[config.mk]
export PLATFORM = sky130hd
export DESIGN_NAME = uart_tx_framer_flat
export DESIGN_NICKNAME = d
export VERILOG_FILES = /design/src/rtl/uart_pkg.sv /design/src/rtl/uart_tx_framer_if.sv /design/src/rtl/uart_baud_tick.sv /design/src/rtl/uart_tx_framer.sv /design/src/flat_wrapper.sv
export SDC_FILE = /design/constraint.sdc
export NUM_CORES = 1
export LEC_CHECK = 0
export BUFFER_PORTS_ARGS = -buffer_cell sky130_fd_sc_hd__clkbuf_2
export CORE_MARGIN = 2
export CORE_UTILIZATION = 42
export CTS_CLUSTER_DIAMETER = 120
export DETAILED_ROUTE_END_ITERATION = 12
export GPL_ROUTABILITY_DRIVEN = 0
export GPL_TIMING_DRIVEN = 0
export SLEW_MARGIN = 15
export SYNTH_ARGS = -nofsm -noshare
export SYNTH_HDL_FRONTEND = slang
export SYNTH_SLANG_ARGS = --single-unit
[constraint.sdc]
create_clock -name CLK -period 3.5 [get_ports CLK]
set_input_delay 0.35 -clock CLK [delete_from_list [all_inputs] [get_ports CLK]]
set_output_delay 0.35 -clock CLK [all_outputs]
set_load 0.01 [all_outputs]
[src/rtl/uart_pkg.sv]
// -----------------------------------------------------------------------------
// uart_pkg
// Definitions shared by the UART transmit and receive paths:
//   uart_state_t     frame state machine encoding (IDLE, START, DATA, STOP)
//   UART_IDLE_LEVEL  line level while no frame is on the wire (mark)
//   clks_per_bit()   truncating clock-cycles-per-bit calculation
// -----------------------------------------------------------------------------
package uart_pkg;

    typedef enum logic [1:0] {
        IDLE  = 2'd0,
        START = 2'd1,
        DATA  = 2'd2,
        STOP  = 2'd3
    } uart_state_t;

    localparam logic UART_IDLE_LEVEL = 1'b1;

    // Truncating division: any fractional remainder is a baud-rate error
    // the integrator accepts when choosing CLK_HZ and BAUD.
    function automatic int clks_per_bit(input int clk_hz, input int baud);
        return clk_hz / baud;
    endfunction

endpackage

[src/rtl/uart_tx_framer_if.sv]
// -----------------------------------------------------------------------------
// uart_tx_framer_if
// Byte handshake and line-side status between a byte producer and the UART
// transmitter.
//   TX_DATA   producer -> framer  byte to send (DATA_BITS wide)
//   TX_VALID  producer -> framer  producer has a byte
//   TX_READY  framer -> producer  framer can accept this cycle
//   TX        framer -> pin       serial line, idle high
//   BUSY      framer -> producer  a frame is on the wire
//   DONE      framer -> producer  one-cycle pulse after a completed frame
// Modports: master = producer side, slave = framer side.
// -----------------------------------------------------------------------------
interface uart_tx_framer_if #(
    parameter int DATA_BITS = 8
);

    logic [DATA_BITS-1:0] TX_DATA;
    logic                 TX_VALID;
    logic                 TX_READY;
    logic                 TX;
    logic                 BUSY;
    logic                 DONE;

    modport master (
        output TX_DATA,
        output TX_VALID,
        input  TX_READY,
        input  TX,
        input  BUSY,
        input  DONE
    );

    modport slave (
        input  TX_DATA,
        input  TX_VALID,
        output TX_READY,
        output TX,
        output BUSY,
        output DONE
    );

endinterface

[src/rtl/uart_baud_tick.sv]
// -----------------------------------------------------------------------------
// uart_baud_tick
// Restartable bit timer. Counts clocks 0..CLKS_PER_BIT-1 and raises bit_end
// for one cycle on the last clock of every bit period.
//   CLK      in   clock, rising edge
//   RESET    in   synchronous, active-high reset (counter to 0)
//   restart  in   reload the counter so the next cycle is clock 0 of a bit
//   bit_end  out  high on the final clock of the current bit period
// -----------------------------------------------------------------------------
module uart_baud_tick #(
    parameter int CLKS_PER_BIT = 104
) (
    input  logic CLK,
    input  logic RESET,
    input  logic restart,
    output logic bit_end
);

    localparam int               CNT_W    = (CLKS_PER_BIT > 1) ? $clog2(CLKS_PER_BIT) : 1;
    localparam logic [CNT_W-1:0] CNT_LAST = CNT_W'(CLKS_PER_BIT - 1);

    logic [CNT_W-1:0] cnt_q;
    logic [CNT_W-1:0] cnt_d;

    // NOTE: every always_comb output gets a default on the first line so no
    // path through the block leaves it unassigned (which would infer a latch).
    always_comb begin
        cnt_d = cnt_q + CNT_W'(1);
        // Reload at the terminal count so the counter never wraps on its own.
        if (restart || (cnt_q == CNT_LAST)) begin
            cnt_d = '0;
        end
    end

    // NOTE: state updates use non-blocking assignment so every flop samples
    // pre-edge values regardless of statement order.
    always_ff @(posedge CLK) begin
        if (RESET) begin
            cnt_q <= '0;
        end else begin
            cnt_q <= cnt_d;
        end
    end

    assign bit_end = (cnt_q == CNT_LAST);

endmodule

[src/rtl/uart_tx_framer.sv]
// -----------------------------------------------------------------------------
// uart_tx_framer
// UART transmitter: accepts one byte per valid/ready handshake and sends it
// LSB-first as start bit, DATA_BITS data bits, STOP_BITS stop bits.
//   CLK    in     clock, rising edge
//   RESET  in     synchronous, active-high reset; aborts any frame in flight
//   bus    slave  TX_DATA/TX_VALID/TX_READY handshake plus TX, BUSY, DONE
// A byte is latched on the edge where TX_VALID && TX_READY; the start bit
// appears the following cycle. TX, BUSY and DONE are registered.
// -----------------------------------------------------------------------------
module uart_tx_framer
    import uart_pkg::*;
#(
    parameter int CLK_HZ    = 12000000,
    parameter int BAUD      = 115200,
    parameter int DATA_BITS = 8,
    parameter int STOP_BITS = 1
) (
    input  logic             CLK,
    input  logic             RESET,
    uart_tx_framer_if.slave  bus
);

    localparam int CLKS_PER_BIT = clks_per_bit(CLK_HZ, BAUD);
    localparam int MAX_BITS     = (DATA_BITS > STOP_BITS) ? DATA_BITS : STOP_BITS;
    localparam int BIT_W        = $clog2(MAX_BITS + 1);

    localparam logic [BIT_W-1:0] DATA_LAST = BIT_W'(DATA_BITS - 1);
    localparam logic [BIT_W-1:0] STOP_LAST = BIT_W'(STOP_BITS - 1);

    if (CLKS_PER_BIT < 2) begin : g_bad_baud
        $error("uart_tx_framer: CLK_HZ/BAUD must give at least 2 clocks per bit");
    end
    if ((DATA_BITS < 5) || (DATA_BITS > 8)) begin : g_bad_data_bits
        $error("uart_tx_framer: DATA_BITS must be 5..8");
    end
    if ((STOP_BITS < 1) || (STOP_BITS > 2)) begin : g_bad_stop_bits
        $error("uart_tx_framer: STOP_BITS must be 1..2");
    end

    uart_state_t           state_q,   state_d;
    logic [DATA_BITS-1:0]  shift_q,   shift_d;
    logic [BIT_W-1:0]      bit_cnt_q, bit_cnt_d;
    logic                  tx_q,      tx_d;
    logic                  busy_q,    busy_d;
    logic                  done_q,    done_d;

    logic                  tx_ready;
    logic                  restart;
    logic                  bit_end;

    // The baud timer restarts on accept so every frame begins with a full
    // start-bit period, independent of where the timer was while idle.
    uart_baud_tick #(
        .CLKS_PER_BIT (CLKS_PER_BIT)
    ) u_baud_tick (
        .CLK     (CLK),
        .RESET   (RESET),
        .restart (restart),
        .bit_end (bit_end)
    );

    // Ready is combinational on RESET so the producer sees it low during
    // reset and high on the very first cycle after reset is released.
    assign tx_ready = (state_q == IDLE) && !RESET;

    always_comb begin
        state_d   = state_q;
        shift_d   = shift_q;
        bit_cnt_d = bit_cnt_q;
        tx_d      = tx_q;
        busy_d    = busy_q;
        done_d    = 1'b0;
        restart   = 1'b0;

        unique case (state_q)
            IDLE: begin
                if (bus.TX_VALID && tx_ready) begin
                    shift_d   = bus.TX_DATA;
                    bit_cnt_d = '0;
                    tx_d      = ~UART_IDLE_LEVEL;
                    busy_d    = 1'b1;
                    restart   = 1'b1;
                    state_d   = START;
                end
            end

            START: begin
                if (bit_end) begin
                    tx_d    = shift_q[0];
                    state_d = DATA;
                end
            end

            DATA: begin
                if (bit_end) begin
                    shift_d = shift_q >> 1;
                    if (bit_cnt_q == DATA_LAST) begin
                        bit_cnt_d = '0;
                        tx_d      = UART_IDLE_LEVEL;
                        state_d   = STOP;
                    end else begin
                        bit_cnt_d = bit_cnt_q + BIT_W'(1);
                        tx_d      = shift_d[0];
                    end
                end
            end

            STOP: begin
                if (bit_end) begin
                    if (bit_cnt_q == STOP_LAST) begin
                        bit_cnt_d = '0;
                        busy_d    = 1'b0;
                        done_d    = 1'b1;
                        state_d   = IDLE;
                    end else begin
                        bit_cnt_d = bit_cnt_q + BIT_W'(1);
                    end
                end
            end

            default: begin
                state_d = IDLE;
            end
        endcase
    end

    always_ff @(posedge CLK) begin
        if (RESET) begin
            state_q   <= IDLE;
            // NOTE: shift_q is always loaded before use, so its reset is not
            // functionally required; clearing it keeps reset state fully known.
            shift_q   <= '0;
            bit_cnt_q <= '0;
            tx_q      <= UART_IDLE_LEVEL;
            busy_q    <= 1'b0;
            done_q    <= 1'b0;
        end else begin
            state_q   <= state_d;
            shift_q   <= shift_d;
            bit_cnt_q <= bit_cnt_d;
            tx_q      <= tx_d;
            busy_q    <= busy_d;
            done_q    <= done_d;
        end
    end

    assign bus.TX_READY = tx_ready;
    assign bus.TX       = tx_q;
    assign bus.BUSY     = busy_q;
    assign bus.DONE     = done_q;

endmodule

[src/flat_wrapper.sv]
// flat-port wrapper written by rule: the top's interface ports become plain ports
module uart_tx_framer_flat import uart_pkg::*;
#(
    parameter int CLK_HZ    = 12000000,
    parameter int BAUD      = 115200,
    parameter int DATA_BITS = 8,
    parameter int STOP_BITS = 1
)
  (CLK, RESET, bus_TX_DATA, bus_TX_VALID, bus_TX_READY, bus_TX, bus_BUSY, bus_DONE);
  uart_tx_framer_if #(.DATA_BITS(DATA_BITS)) bus_i ();
  input  logic CLK;
  input  logic RESET;
  input wire logic [$bits(bus_i.TX_DATA)-1:0] bus_TX_DATA;
  input wire logic [$bits(bus_i.TX_VALID)-1:0] bus_TX_VALID;
  output wire logic [$bits(bus_i.TX_READY)-1:0] bus_TX_READY;
  output wire logic [$bits(bus_i.TX)-1:0] bus_TX;
  output wire logic [$bits(bus_i.BUSY)-1:0] bus_BUSY;
  output wire logic [$bits(bus_i.DONE)-1:0] bus_DONE;
  assign bus_i.TX_DATA = bus_TX_DATA;
  assign bus_i.TX_VALID = bus_TX_VALID;
  assign bus_TX_READY = bus_i.TX_READY;
  assign bus_TX = bus_i.TX;
  assign bus_BUSY = bus_i.BUSY;
  assign bus_DONE = bus_i.DONE;
  uart_tx_framer #(.CLK_HZ(CLK_HZ), .BAUD(BAUD), .DATA_BITS(DATA_BITS), .STOP_BITS(STOP_BITS)) u_core (.CLK(CLK), .RESET(RESET), .bus(bus_i));
endmodule
## Yosys cells after proc, flatten, opt, wreduce, memory -nomap -nowiden

Cells that the tools add are included.

| word-level totals | value |
|---|---|
| logic and storage cells | 67 |
| output and inout bits | 4 |
| input port bits | 11 |
| bits in registers | 24 |

| operators by class | value |
|---|---|
| bitwise logic cells | 2 |
| multiplexer cells | 28 |
| equal/unequal tests | 11 |
| add/subtract/negate cells | 2 |
| reductions and logical operators | 17 |

Operator list:

| operator | number |
|---|---|
| $mux W4 | 5 |
| $mux W8 | 2 |
| $pmux W8 S2 | 1 |
| $mux W2 | 6 |
| $pmux W4 S3 | 1 |
| $reduce_and A4 Y1 | 3 |
| $mux W1 | 10 |
| $ne A2 B1 Y1 const B | 5 |
| $pmux W2 S4 | 1 |
| $add A7 B1 Y7 const B | 1 |
| $eq A7 B7 Y1 const B | 1 |
| $reduce_and A6 Y1 | 1 |
| $reduce_bool A3 Y1 | 2 |
| $add A4 B1 Y4 const B | 1 |
| $eq A2 B2 Y1 const B | 2 |
| $eq A4 B3 Y1 const B | 1 |
| $logic_not A4 Y1 | 1 |
| $reduce_bool A2 Y1 | 2 |
| $pmux W1 S3 | 1 |
| $reduce_and A3 Y1 | 1 |
| $reduce_or A3 Y1 | 1 |
| $eq A2 B1 Y1 const B | 1 |
| $logic_and A1 B1 Y1 | 2 |
| $logic_not A2 Y1 | 1 |
| 6 further kinds | 7 |

## Longest topological paths before layout

| depth | value |
|---|---|
| depth in word-level cells | 7 |
| depth in mapped cells | 8 |
| gate-level depth less buffers | 6 |

## Cells and area by module

Synthesis repeated with hierarchy kept, for this count alone.

| unflattened totals | value |
|---|---|
| cell total of the unflattened synthesis | 144 |
| area, all modules | 1371.3 µm² |

Modules (own cells, without submodules):

| module | times used | cells an instance | area each (µm²) |
|---|---|---|---|
| uart_tx_framer | 1 | 110 | 1059.8 |
| uart_baud_tick | 1 | 34 | 311.5 |

## Least setup slack after synthesis

Ideal clock, no wire load.

| timing path | value |
|---|---|
| kind | register -> register |
| start point | register u_core.state_q[0] |
| end point | register u_core.state_q[0] |
| data required time | 3.413 ns |
| path slack | 1.798 ns |
| data arrival time | 1.615 ns |
| clock period less this slack | 1.702 ns |
| path buffers | 1 |
| cell stages (with the launch flop) | 8 |
| cells stage by stage | dfxtp_1 inv_1 ha_1 buf_4 nor2_1 a311oi_2 or4_1 o31ai_1 |

| between the ends | value |
|---|---|
| word-level cells in the longest chain between the ends | 5 |

Ends and longest elaborated chain:

| item | RTL line | source |
|---|---|---|
| from (decl) | uart_tx_framer.sv:41 | `uart_state_t state_q, state_d;` |
| from (signal assigned) | uart_tx_framer.sv:139 | `state_q <= state_d;` |
| $logic_not A2 Y1 | uart_tx_framer.sv:65, uart_tx_framer.sv:76 |  |
| $logic_and A1 B1 Y1 | uart_tx_framer.sv:65 | `assign tx_ready = (state_q == IDLE) && !RESET;` |
| $logic_and A1 B1 Y1 | uart_tx_framer.sv:78 | `if (bus.TX_VALID && tx_ready) begin` |
| $ne A2 B2 Y1 (no line) | n/a |  |
| $reduce_and A6 Y1 (no line) | n/a |  |

Parallel ways exist; a longest one is shown, timed or not.
A chain may end at the register's enable or synchronous reset.

## Worst setup path after layout

| timing path | value |
|---|---|
| start point | register u_core.state_q[0] |
| end point | register u_core.shift_q[6] |

| between the ends | value |
|---|---|
| word-level cells in the longest chain between the ends | 5 |

Ends and longest elaborated chain:

| item | RTL line | source |
|---|---|---|
| $logic_not A2 Y1 | uart_tx_framer.sv:65, uart_tx_framer.sv:76 |  |
| $logic_and A1 B1 Y1 | uart_tx_framer.sv:65 |  |
| $logic_and A1 B1 Y1 | uart_tx_framer.sv:78 |  |
| $ne A2 B2 Y1 (no line) | n/a |  |
| $reduce_and A3 Y1 (no line) | n/a |  |
| to (signal assigned) | uart_tx_framer.sv:140 | `shift_q <= shift_d;` |
| to (decl) | uart_tx_framer.sv:42 | `logic [DATA_BITS-1:0] shift_q, shift_d;` |

Parallel ways exist; a longest one is shown, timed or not.

==> results.tsv <==
metric	value	unit
DR vias/cell	5.50	
WL/cell	14.2	µm
ys async rst share	0	%
CTS tree	done	
DRT Wirelength	3030	µm
NumNets Final	191	
Area Growth Syn to Fin	13.1	%
share of cells above drive strength 1	16.5	%
YS warnings	0	
Skew-Pair Late Insertion Delay	0.32	ns
Max stage delay on crit path	0.47	ns
post-CTS sizing	0	
commonest cells after routing, fill and taps aside	dfxtp_1 (24), a21oi_1 (16), nor2_1 (14), clkbuf_2 (14)	
Clock Power Share	20.8	%
internal power	0.000609	W
register area share after synthesis	35.4	%
layer with the highest usage	met2	
Worst-path clk slew	0.14	ns
worst path arrival time	2.45	ns
Mean Syn Cell Area	8.92	µm²
drt drc	0	
residual overflow from global routing	0	
vias in the first global route	1104	
Synth Net Count	172	
Max-cap violations	0	
CTS Buf Count	3	
worst slew pin tran	0.566	ns
io pins	15	
post-synth top area cell	dfxtp_1	
Root Buffer	clkbuf_4	
Die H	60.8	µm
CTS H-tree lvls	1	
clock sink count	24	
drt pass-1 iters	4	
GR Layer Usage met3	5.33	%
first-pass GRT wire length	4990	µm
largest net degree at the start of global routing	15	
FILL cells	315	
Max Root-Sink Buffers	2	
VDD IR-drop max	0.000376	V
multi-input logic area	805	µm²
Synth cell types	41	
top cell type's share of synthesized area	35.4	%
crit-path cells	inv_1, ha_1, nand2_1, o22ai_1, buf_2, a21oi_1, a311oi_1	
Sw Share	37.9	%
ANT cells	0	
CP endpoint kind	register	
post-CTS setup buffer count	0	
Final Util	50.2	%
final setup skew	0.000851	ns
WP data required	3.74	ns
Synth Cell Area	1360	µm²
Final ANT Viol Nets	0	
Slew HR	62.3	%
RSZ-0062 raised after global routing	false	
NetSw	0.000372	W
critical path type	reg2reg	
status	complete, no violations	
Final HPWL DP	2230	µm
Post-synth EDFFs	0	
CP max stage cell	o22ai_1	
synth top area cells	dfxtp_1 (35%), ha_1 (8.3%), a21oi_1 (5.9%)	
Reg area	480	µm²
Initial Utilization	44.4	%
leakage	0.582	nW
final hold violations	0	
hold buffer count at CTS	0	
Global Route met2 Usage	27.0	%
Iter 0 DRT Violations	45	
met1 Use GR	24.4	%
setup violators final	0	
Tmin final	2.20	ns
die area	3700	µm²
Sequential Power Share	36.1	%
Setup TNS Final	0	ns
cell count after synthesis	152	
initial antenna violation count	0	
die width	60.8	µm
GRT Overall Usage	17.8	%
fmax	454	MHz
Row Count	20	
worst min path class	in2reg	
most common cell after layout, fill and taps aside	dfxtp_1	
Logic pwr share	43.1	%
FF+latch count, synth	24	
Core ar.	3050	µm²
final slew viol count	0	
CP max FO	10	
via count	1177	
Synth Flop Type	dfxtp_1	
Port Buffers	14	
period utilisation layout	63.0	%
PwrDens	640	nW/µm²
Worst Setup Start Kind	register	
critical path, delay by kind of cell (launching register included):
family,cells,cell delay [ns]
DFF,1,0.37
AOI/OAI and AO/OA,3,0.80
adders and majority gates,1,0.32
buffers and inverters,2,0.44
and+or+nand+nor,1,0.19
cells by family after synthesis:
group / count (synthesis) / share of synthesized area, %
and+or+nand+nor: 50 / 19.8
AOI/OAI and AO/OA: 41 / 22.0
DFF: 24 / 35.4
buffers and inverters: 15 / 5.26
adders and majority gates: 9 / 8.30
muxes: 8 / 5.90
xor gates and xnor gates: 5 / 3.23
layer usage:
layer	vias to the layer above	wire length, µm	part of all wire [%]
met5	-	0	0
met2	23	1310	43
li1	597	-	-
met4	0	21	0.69
met3	4	141	4.7
met1	553	1560	51
worst paths after layout:
kind              cells after the start                           to  slack [ns]                        start
setup reg to reg                      7            u_core.shift_q[6]        1.30            u_core.state_q[0]
setup / recovery                      7            u_core.shift_q[6]        1.30            u_core.state_q[0]
hold / removal                        3            u_core.shift_q[0]        0.35               bus_TX_DATA[0]
hold reg to reg                       1  u_core.u_baud_tick.cnt_q[0]        0.47  u_core.u_baud_tick.cnt_q[0]
sequential cells by signal (all words and copies together) (netlist names):
name	cells
u_core.u_baud_tick.cnt_q	7
u_core.bit_cnt_q	4
u_core.bus.BUSY	1
u_core.state_q	2
u_core.bus.DONE	1
u_core.shift_q	8
u_core.bus.TX	1
final cells by class:
| cell class | instances | area share, % |
|---|---|---|
| Clock buffer | 3 | 1.47 |
| Inverter | 8 | 1.96 |
| Timing Repair Buffer | 14 | 4.57 |
| Tap cell | 44 | 3.59 |
| Clock inverter | 1 | 1.96 |
| Buffer | 7 | 2.69 |
| Sequential cell | 24 | 31.3 |
| Multi-Input combinational cell | 113 | 52.4 |
synth_stat cells (4+ instances only):
master and count:
nand3_1 4, inv_1 8, a311oi_1 7, nand2_1 9
a21oi_1 16, nand4_1 4, nor3_1 4, ha_1 9
dfxtp_1 24, mux2i_1 8, nor2_1 14
power groups by stage:
stage | sequential [W] | combinational [W] | clock, W
3_3_place_gp | 0.000357 | 0.000408 | 0
4_1_cts | 0.000355 | 0.000420 | 0.000211
6_report | 0.000354 | 0.000423 | 0.000204
5_1_grt | 0.000361 | 0.000468 | 0.000222
2_1_floorplan | 0.000355 | 0.000321 | 0
3_5_place_dp | 0.000360 | 0.000419 | 0
stage by stage:
stage	hold WS [ns]	cell area, µm²	worst slack [ns]	power (W)	cells
after floorplan	0.418	1360	1.80	0.000677	152
after CTS	0.334	1530	1.34	0.000986	214
after detailed placement	0.448	1480	1.37	0.000779	210
final	0.345	1530	1.30	0.000981	214
after global placement	0.427	1480	1.46	0.000765	210
after global routing	0.355	1530	1.10	0.00105	214
(Power assumes the default switching activity.)
